--- src/rtl/imem_pkg.sv ---
// Shared types and constants for the instruction-memory loader.
// Latency: n/a (declarations only).
// Backpressure: n/a.
package imem_pkg;

    // Loader controller states.
    typedef enum logic [2:0] {
        IDLE  = 3'd0,
        HDR0  = 3'd1,
        HDR1  = 3'd2,
        DATA  = 3'd3,
        WRITE = 3'd4,
        CKSUM = 3'd5,
        DONE  = 3'd6
    } state_t;

    localparam int IMEM_ADDR_W    = 8;
    localparam int HDR_BYTES      = 2;
    localparam int BYTES_PER_WORD = 4;

endpackage

--- src/rtl/imem_word_packer.sv ---
// Packs a byte stream into little-endian 32-bit words (first byte -> bits [7:0]).
// Latency: word_vld is combinational on the 4th byte; word_dat holds the full word the cycle after.
// Backpressure: none; it consumes whatever byte_vld presents, the caller gates acceptance.
//
// Ports:
//   clk, rst_n  clock, async active-low reset
//   clr         restart at lane 0 (new load)
//   byte_vld    byte accepted this cycle
//   byte_dat    accepted byte
//   word_vld    this byte completes a word
//   word_dat    shift register; valid as a full word after word_vld
module imem_word_packer
    import imem_pkg::*;
(
    input  logic        clk,
    input  logic        rst_n,
    input  logic        clr,
    input  logic        byte_vld,
    input  logic [7:0]  byte_dat,
    output logic        word_vld,
    output logic [31:0] word_dat
);

    localparam int LANE_W = $clog2(BYTES_PER_WORD);
    localparam logic [LANE_W-1:0] LAST_LANE = LANE_W'(BYTES_PER_WORD - 1);

    logic [LANE_W-1:0] lane_q, lane_d;
    logic [31:0]       shift_q, shift_d;

    always_comb begin
        lane_d  = lane_q;
        shift_d = shift_q;
        if (clr) begin
            lane_d = '0;
        end else if (byte_vld) begin
            // Lane counter wraps naturally after the last byte of a word.
            lane_d  = lane_q + LANE_W'(1);
            // Shift right so the first byte ends up in the least significant lane.
            shift_d = {byte_dat, shift_q[31:8]};
        end
    end

    always_ff @(posedge clk or negedge rst_n) begin
        if (!rst_n) begin
            lane_q  <= '0;
            shift_q <= '0;
        end else begin
            lane_q  <= lane_d;
            shift_q <= shift_d;
        end
    end

    assign word_vld = byte_vld && (lane_q == LAST_LANE);
    assign word_dat = shift_q;

endmodule

--- src/rtl/imem_loader.sv ---
// Loads a framed byte stream (2-byte LE word count, then 4*N LE data bytes) into imem from address 0.
// Latency: mem_we pulses for one cycle, the cycle after the 4th byte of a word is accepted.
// Backpressure: in_ready drops during the write cycle and while idle/done; byte lane is held when in_valid is low.
//
// Optional feature: define IMEM_LOADER_CKSUM_EN to expect one trailing XOR checksum byte
// after the data (header excluded); a mismatch sets cksum_err. Otherwise cksum_err is 0.
//
// Ports:
//   clk, rst_n           clock, async active-low reset
//   start                begin a load (only honoured in IDLE or DONE)
//   in_valid/in_data     byte stream input, in_ready acceptance handshake
//   mem_we/addr/wdata    imem write port
//   busy, done           load in progress / load complete (held until next start)
//   overflow             header count larger than the memory depth (sticky until start)
//   word_cnt             words processed in this load
//   cksum_err            checksum mismatch
module imem_loader
    import imem_pkg::*;
#(
    parameter int ADDR_W = IMEM_ADDR_W,
    parameter int CNT_W  = 16
) (
    input  logic              clk,
    input  logic              rst_n,
    input  logic              start,
    input  logic              in_valid,
    input  logic [7:0]        in_data,
    output logic              in_ready,
    output logic              mem_we,
    output logic [ADDR_W-1:0] mem_addr,
    output logic [31:0]       mem_wdata,
    output logic              busy,
    output logic              done,
    output logic              overflow,
    output logic [CNT_W-1:0]  word_cnt,
    output logic              cksum_err
);

    // Memory depth, one bit wider than the count so 2**16 is representable.
    localparam logic [CNT_W:0] DEPTH   = {{CNT_W{1'b0}}, 1'b1} << ADDR_W;
    localparam logic [CNT_W:0] ONE_EXT = {{CNT_W{1'b0}}, 1'b1};

`ifdef IMEM_LOADER_CKSUM_EN
    localparam state_t AFTER_DATA = CKSUM;
`else
    localparam state_t AFTER_DATA = DONE;
`endif

    state_t           state_q, state_d;
    logic [CNT_W-1:0] count_q, count_d;
    logic [CNT_W-1:0] word_cnt_q, word_cnt_d;
    logic             overflow_q, overflow_d;
`ifdef IMEM_LOADER_CKSUM_EN
    logic [7:0]       xor_q, xor_d;
    logic             cksum_err_q, cksum_err_d;
`endif

    logic             accept;
    logic             clr_lane;
    logic             word_vld;
    logic [31:0]      word_dat;
    logic [CNT_W-1:0] hdr_cnt;
    logic [CNT_W:0]   next_cnt;
    logic             in_range;

    assign in_ready = (state_q == HDR0) || (state_q == HDR1) ||
                      (state_q == DATA) || (state_q == CKSUM);
    assign accept   = in_valid && in_ready;
    assign hdr_cnt  = CNT_W'({in_data, count_q[7:0]});
    assign next_cnt = {1'b0, word_cnt_q} + ONE_EXT;
    // Words past the end of memory are consumed but never written (no wrap).
    assign in_range = ({1'b0, word_cnt_q} < DEPTH);

    imem_word_packer u_packer (
        .clk      (clk),
        .rst_n    (rst_n),
        .clr      (clr_lane),
        .byte_vld (accept && (state_q == DATA)),
        .byte_dat (in_data),
        .word_vld (word_vld),
        .word_dat (word_dat)
    );

    always_comb begin
        state_d    = state_q;
        count_d    = count_q;
        word_cnt_d = word_cnt_q;
        overflow_d = overflow_q;
        clr_lane   = 1'b0;
`ifdef IMEM_LOADER_CKSUM_EN
        xor_d       = xor_q;
        cksum_err_d = cksum_err_q;
`endif
        case (state_q)
            IDLE, DONE: begin
                if (start) begin
                    state_d    = HDR0;
                    word_cnt_d = '0;
                    overflow_d = 1'b0;
                    clr_lane   = 1'b1;
`ifdef IMEM_LOADER_CKSUM_EN
                    xor_d       = '0;
                    cksum_err_d = 1'b0;
`endif
                end
            end
            HDR0: begin
                if (accept) begin
                    count_d = CNT_W'(in_data);
                    state_d = HDR1;
                end
            end
            HDR1: begin
                if (accept) begin
                    count_d = hdr_cnt;
                    if ({1'b0, hdr_cnt} > DEPTH) begin
                        overflow_d = 1'b1;
                    end
                    state_d = (hdr_cnt == '0) ? AFTER_DATA : DATA;
                end
            end
            DATA: begin
`ifdef IMEM_LOADER_CKSUM_EN
                if (accept) begin
                    xor_d = xor_q ^ in_data;
                end
`endif
                if (word_vld) begin
                    state_d = WRITE;
                end
            end
            WRITE: begin
                word_cnt_d = next_cnt[CNT_W-1:0];
                state_d    = (next_cnt < {1'b0, count_q}) ? DATA : AFTER_DATA;
            end
`ifdef IMEM_LOADER_CKSUM_EN
            CKSUM: begin
                if (accept) begin
                    cksum_err_d = (in_data != xor_q);
                    state_d     = DONE;
                end
            end
`endif
            default: state_d = IDLE;
        endcase
    end

    always_ff @(posedge clk or negedge rst_n) begin
        if (!rst_n) begin
            state_q    <= IDLE;
            count_q    <= '0;
            word_cnt_q <= '0;
            overflow_q <= 1'b0;
`ifdef IMEM_LOADER_CKSUM_EN
            xor_q       <= '0;
            cksum_err_q <= 1'b0;
`endif
        end else begin
            state_q    <= state_d;
            count_q    <= count_d;
            word_cnt_q <= word_cnt_d;
            overflow_q <= overflow_d;
`ifdef IMEM_LOADER_CKSUM_EN
            xor_q       <= xor_d;
            cksum_err_q <= cksum_err_d;
`endif
        end
    end

    assign mem_we    = (state_q == WRITE) && in_range;
    assign mem_addr  = word_cnt_q[ADDR_W-1:0];
    assign mem_wdata = word_dat;
    assign busy      = (state_q != IDLE) && (state_q != DONE);
    assign done      = (state_q == DONE);
    assign overflow  = overflow_q;
    assign word_cnt  = word_cnt_q;
`ifdef IMEM_LOADER_CKSUM_EN
    assign cksum_err = cksum_err_q;
`else
    assign cksum_err = 1'b0;
`endif

endmodule

--- config.mk ---
export PLATFORM = sky130hd
export DESIGN_NAME = imem_loader
export DESIGN_NICKNAME = d
export VERILOG_FILES = /design/src/rtl/imem_pkg.sv /design/src/rtl/imem_word_packer.sv /design/src/rtl/imem_loader.sv
export SDC_FILE = /design/constraint.sdc
export NUM_CORES = 1
export LEC_CHECK = 0
export BUFFER_PORTS_ARGS = -buffer_cell sky130_fd_sc_hd__buf_2
export CAP_MARGIN = 5
export CORE_MARGIN = 3
export CORE_UTILIZATION = 50
export CTS_CLUSTER_DIAMETER = 120
export DETAILED_ROUTE_END_ITERATION = 10
export GPL_TIMING_DRIVEN = 1
export PLACE_DENSITY = 0.73
export SKIP_LAST_GASP = 1
export SLEW_MARGIN = 30
export SYNTH_ARGS = -nofsm -noshare
export SYNTH_HDL_FRONTEND = slang
export SYNTH_SLANG_ARGS = --single-unit
--- constraint.sdc ---
create_clock -name clk -period 4.9 [get_ports clk]
set_input_delay 0.245 -clock clk [delete_from_list [all_inputs] [get_ports clk]]
set_output_delay 0.245 -clock clk [all_outputs]
set_load 0.05 [all_outputs]
==> flow_summary.json, run 1 <==
{
  "outcome": "complete, but fails checks",
  "violations": "hold timing",
  "tightest_slew_ns": 0.917,
  "fin_crit_ns": 2.89,
  "grt_overflow_total": 0,
  "instances_no_fill": 534,
  "num_rows": 30,
  "placedCellCount": 518,
  "path_class": "reg2reg",
  "grt_setup_unrepaired": "false",
  "fmax_ghz": 0.346,
  "ys_types": 44,
  "yosysWarnings": 0,
  "initial_utilization_pct": 53.4,
  "crit_required_ns": 5.12,
  "grt_max_degree": 71,
  "globalRouteMet3Util_pct": 5.20,
  "cts-root-buf": "clkbuf_8",
  "area_delta_synth_final_pct": 14.5,
  "synth_cells": 376,
  "drtIter0Drc": 197,
  "synth-seq-area-share_pct": 46.8,
  "ys_ff_latch": 70,
  "layout_common_cells": "buf_2, dfrtp_1, nand2_1",
  "die_w_um": 92.5,
  "cts_sinks": 70,
  "fin_crit_sh_pct": 59.0,
  "wl_um": 8010,
  "setup_viol": 0,
  "slew_violations": 0,
  "tritoncts": "built",
  "final_common_cell": "buf_2",
  "ant_nets": 0,
  "cp.arrival_ns": 3.11,
  "drcViolationCount": 0,
  "cap_violations": 0,
  "diodes": 0,
  "wire_per_inst_um": 15.0,
  "worstSetupStartpoint": "word_cnt[0]",
  "io_pins": 74,
  "dp.final_hpwl_um": 5760,
  "ctsHoldBuffers": 0,
  "first_pass_iters": 5,
  "max_slew_margin_pct": 38.9,
  "numPortBuffers": 72,
  "viasPerCell": 5.50,
  "grt_pass1_vias": 2862,
  "cts_max_level": 3,
  "antenna_found_initial": 0,
  "cts_buffers": 9,
  "nets": 462,
  "synthArstFlopShare_pct": 100,
  "worstPathMaxFanout": 8,
  "skew_ns": 0.0136,
  "end_kind": "flip-flop",
  "ys.flop_type": "dfrtp_1",
  "grt_pass1_wl_um": 13600,
  "insertion_delay_ns": 0.34,
  "grt_use_met2_pct": 32.4,
  "coreArea_um2": 7020,
  "syn_area_per_cell_um2": 9.96,
  "start_kind": "flip-flop",
  "netlist_area_um2": 3740,
  "top_usage_layer": "met2",
  "grtUsageMet1_pct": 26.2,
  "clkTransAtPathRegs_ns": 0.08,
  "setup_tns_ns": 0,
  "hold_violations": 7,
  "drive_gt1_share_pct": 29.2,
  "dieArea_um2": 8560,
  "die-height_um": 92.5,
  "hold_path.class": "in2async",
  "synth_edf_count": 0,
  "cts_setup_buffers": 0,
  "gp_congestion": 0.834,
  "reg2reg_from": "word_cnt[0]",
  "ctsResizeCount": 0,
  "holdWs_ns": -0.0259,
  "syn-num-nets": 405,
  "grt_use_total_pct": 19.9,
  "clk_path_buf_depth": 2,
  "num_vias": 2936
}
-- cell usage after synthesis (all sizes together) (2+ instances only) --
library cell | n | area share [%]
and3 | 3 | 0.50
nand2 | 50 | 5.0
a21oi | 14 | 1.9
o22ai | 2 | 0.33
nor4 | 4 | 0.67
nor2 | 15 | 1.5
a211oi | 2 | 0.74
clkbuf | 12 | 1.2
nand3 | 14 | 2.0
o21ai | 41 | 5.5
mux2 | 33 | 9.9
or3 | 2 | 0.33
xor2 | 5 | 1.2
xnor2 | 9 | 2.1
nor3 | 4 | 0.84
nand4 | 9 | 2.1
ha | 17 | 5.7
inv | 23 | 2.3
a31oi | 2 | 0.33
buf | 16 | 2.9
dfrtp | 70 | 47
a22o | 8 | 1.9
o31ai | 8 | 1.6
-- worst max-delay path, cell delays in order, from the launching register on --
cell and delay, ns:
dfrtp_1 0.46, ha_1 0.29, nand3_1 0.13, nor2_1 0.42
nand2_1 0.19, xnor2_1 0.18, ha_1 0.31, nand4_1 0.10
nand3_1 0.09, o21ai_0 0.16, nand4_1 0.12, or3_1 0.31
-- layer usage --
layer / vias up / part of all wire, %
li1: 1429 / -
met4: 0 / 1.3
met2: 81 / 49
met5: - / 0
met3: 13 / 5.8
met1: 1413 / 44
-- cells by family after synthesis --
family / count (synthesis) / synth area share (%)
multiplexers: 33 / 9.92
XOR/XNOR: 14 / 3.27
AO/OA/AOI/OAI: 82 / 13.3
buffers and inverters: 51 / 6.41
adder cells (fa/ha/maj): 17 / 5.68
other: 1 / 0.100
AND/OR/NAND/NOR: 108 / 14.5
flip-flops: 70 / 46.8
-- flip-flops by register name, summed over array words and instances, names as in the netlist --
register and flops:
u_packer.word_dat 32, count_q 16, u_packer.lane_q 2, state_q 3, overflow 1, word_cnt 16
-- worst paths after layout --
kind	to	slack, ns	depth (start not counted)
setup / recovery	state_q[2]	2.01	11
hold / removal	u_packer.word_dat[23]	-0.03	2
min in group clk	count_q[1]	0.17	3
hold reg to reg	u_packer.word_dat[6]	0.50	1
max in group asynchronous	word_cnt[11]	4.45	2
setup reg to reg	state_q[2]	2.01	11
-- metrics by stage --
stage	util (%)	area [um^2]	setup slack (ns)	hold slack, ns
floorplan	-	3740	2.01	-0.0506
global placement	58.2	4090	2.23	0.481
detailed placement	58.2	4090	2.02	0.490
CTS	61.0	4280	2.01	0.127
global route	61.1	4290	1.69	0.0319
finish	61.1	4290	2.01	-0.0259
-- area by class of cell --
| type | count | area, um^2 |
|---|---|---|
| Inverter | 23 | 86.3 |
| Sequential cell | 70 | 1750 |
| Multi-Input combinational cell | 255 | 1750 |
| Clock buffer | 10 | 128 |
| Fill cell | 614 | 2730 |
| Clock inverter | 6 | 70.1 |
| Timing Repair Buffer | 74 | 379 |
| Tap cell | 96 | 120 |
Power of run 1 is not shown: default switching activity piles up to over one toggle a cycle in this logic, so the estimate is an artifact.
==> run 2: changes to the inputs <==
--- a/config.mk
+++ b/config.mk
@@ -12,7 +12,7 @@
 export CTS_CLUSTER_DIAMETER = 120
 export DETAILED_ROUTE_END_ITERATION = 10
 export GPL_TIMING_DRIVEN = 1
-export PLACE_DENSITY = 0.73
+export PLACE_DENSITY = 0.76
 export SKIP_LAST_GASP = 1
 export SLEW_MARGIN = 30
 export SYNTH_ARGS = -nofsm -noshare
==> constraint.sdc (replaced) <==
create_clock -name clk -period 2.56 [get_ports clk]
set_input_delay 0.128 -clock clk [delete_from_list [all_inputs] [get_ports clk]]
set_output_delay 0.128 -clock clk [all_outputs]
set_load 0.05 [all_outputs]
==> run 2 against run 1 <==
The run now ends clean. Fmax increased by 18%. Global-route usage up 0.81 points. Via count increased by 4.4%. Clock skew decreased by 0.0061 ns. Worst hold slack better by 0.078 ns. Largest cell class unchanged. Sequential cell count unchanged. Core utilization rose by 4.5 points.
==> flow_summary.json, run 2 (same netlist as run 1, synthesis figures left out) <==
{
  "drtIter0Drc": 178,
  "hold_depth": 3,
  "crit_required_ns": 2.79,
  "tritoncts": "built",
  "fmax_ghz": 0.408,
  "reg2reg_from": "word_cnt[0]",
  "grt_overflow_total": 0,
  "wire_per_inst_um": 15.4,
  "largest_reg_flops": 32,
  "first_pass_iters": 4,
  "worstPathMaxFanout": 8,
  "cts_sinks": 70,
  "gp_congestion": 0.862,
  "multi_input_area_um2": 1860,
  "skew_ns": 0.00754,
  "worstHoldEndpoint": "count_q[4]",
  "cts-root-buf": "clkbuf_8",
  "grt_setup_unrepaired": "true",
  "area_delta_synth_final_pct": 23.0,
  "ant_nets": 0,
  "die_w_um": 92.5,
  "seqCellArea_um2": 1760,
  "path_class": "reg2reg",
  "hold_path.class": "in2reg",
  "grt_pass1_wl_um": 14100,
  "final_common_cell": "buf_2",
  "layout_common_cells": "buf_2, dfrtp_1, nand2_1",
  "drcViolationCount": 0,
  "worstHoldStart": "in_data[4]",
  "reg2reg_to": "state_q[2]",
  "num_vias": 3064,
  "place_ws_ns": 0.136,
  "numPortBuffers": 72,
  "outcome": "finished clean",
  "cts_max_level": 3,
  "cp.arrival_ns": 2.68,
  "drive_gt1_share_pct": 38.3,
  "grt_use_met2_pct": 34.6,
  "grtUsageMet1_pct": 26.1,
  "dp.final_hpwl_um": 6020,
  "end_kind": "flip-flop",
  "die-height_um": 92.5,
  "fin_crit_sh_pct": 95.8,
  "slew_violations": 0,
  "final_util_pct": 65.6,
  "setup_slack_ns": 0.107,
  "fin_crit_ns": 2.45,
  "grt_max_degree": 47,
  "start_kind": "flip-flop",
  "io_pins": 74,
  "initial_utilization_pct": 53.4,
  "clkTransAtPathRegs_ns": 0.09,
  "wl_um": 8580,
  "dieArea_um2": 8560,
  "insertion_delay_ns": 0.35,
  "tightest_slew_ns": 0.803,
  "setup_viol": 0,
  "num_rows": 30,
  "globalRouteMet3Util_pct": 5.28,
  "coreArea_um2": 7020,
  "diodes": 0,
  "nets": 486,
  "hold_violations": 0,
  "top_usage_layer": "met2",
  "viasPerCell": 5.49,
  "cap_violations": 0,
  "clk_path_buf_depth": 2,
  "grt_use_total_pct": 20.7,
  "r2r_slack_ns": 0.11,
  "cts_buffers": 9,
  "reg2regPathDepth": 10,
  "max_slew_margin_pct": 46.3,
  "antenna_found_initial": 0,
  "nFillCells": 560,
  "grt_pass1_vias": 2970
}
[run 2: cell types whose count changed in the layout (fill, tap and decap cells not counted), moves of 3 or more]
cell     previous run  this run
buf_4               1        24
dfrtp_1            70        60
dfrtp_2             0        10
nand2_1            50        46
xnor2_1             9         5
xnor2_2             0         4
nand2_2             0         3
o21ai_0            40        37
o21ai_1             1         4
[run 2: cell type report]
cell class	instances	area share [%]
clock buffer	9	2.69
clock inverter	7	1.74
inverter	23	1.87
multi-input combinational	255	40.4
sequential	70	38.3
tap	96	2.61
timing repair buffer	98	12.4
[run 2: worst max-delay path: stages (launching register included)]
cell and delay (ns):
dfrtp_2 0.47, nand2_4 0.09, nor3_4 0.37, nand4_4 0.16, xnor2_2 0.17, ha_1 0.31
nand4_1 0.14, a21oi_1 0.06, o21ai_1 0.13, nand4_1 0.12, or3_1 0.31
[run 2: how the worst max path moves through the flow]
stage                     start          to  slack, ns  cells past startpoint
global route        word_cnt[0]  state_q[2]      -0.04                     11
global placement    word_cnt[4]  state_q[2]       0.21                     10
floorplan           word_cnt[9]  state_q[2]     0.0003                     11
CTS                 word_cnt[3]  state_q[2]       0.13                     10
finish              word_cnt[0]  state_q[2]       0.11                     10
detailed placement  word_cnt[3]  state_q[2]       0.14                     10
[run 2: metal layers]
metal / part of all wire [%] / up-vias
li1: - / 1475
met1: 44 / 1498
met2: 50 / 79
met3: 4.7 / 12
met4: 1.4 / 0
met5: 0 / -
[run 2: timing repair]
item | CTS | global route
endpoints found under the hold margin | 24 | 0
resized for setup | 0 | 20
buffers inserted | 0 | 8
setup endpoints to repair | 0 | 2
hold buffers | 1 | 0
[run 2: per-stage QoR]
step	cells	TNS, ns	hold WS [ns]	instance area, um^2
after floorplan	376	0	-0.168	3770
after global placement	533	0	0.155	4230
after detailed placement	533	0	0.167	4230
after CTS	550	0	0.0452	4450
after global routing	558	-0.0416	0.0669	4600
final	558	0	0.0517	4600
Power of run 2 is left out for the same reason.
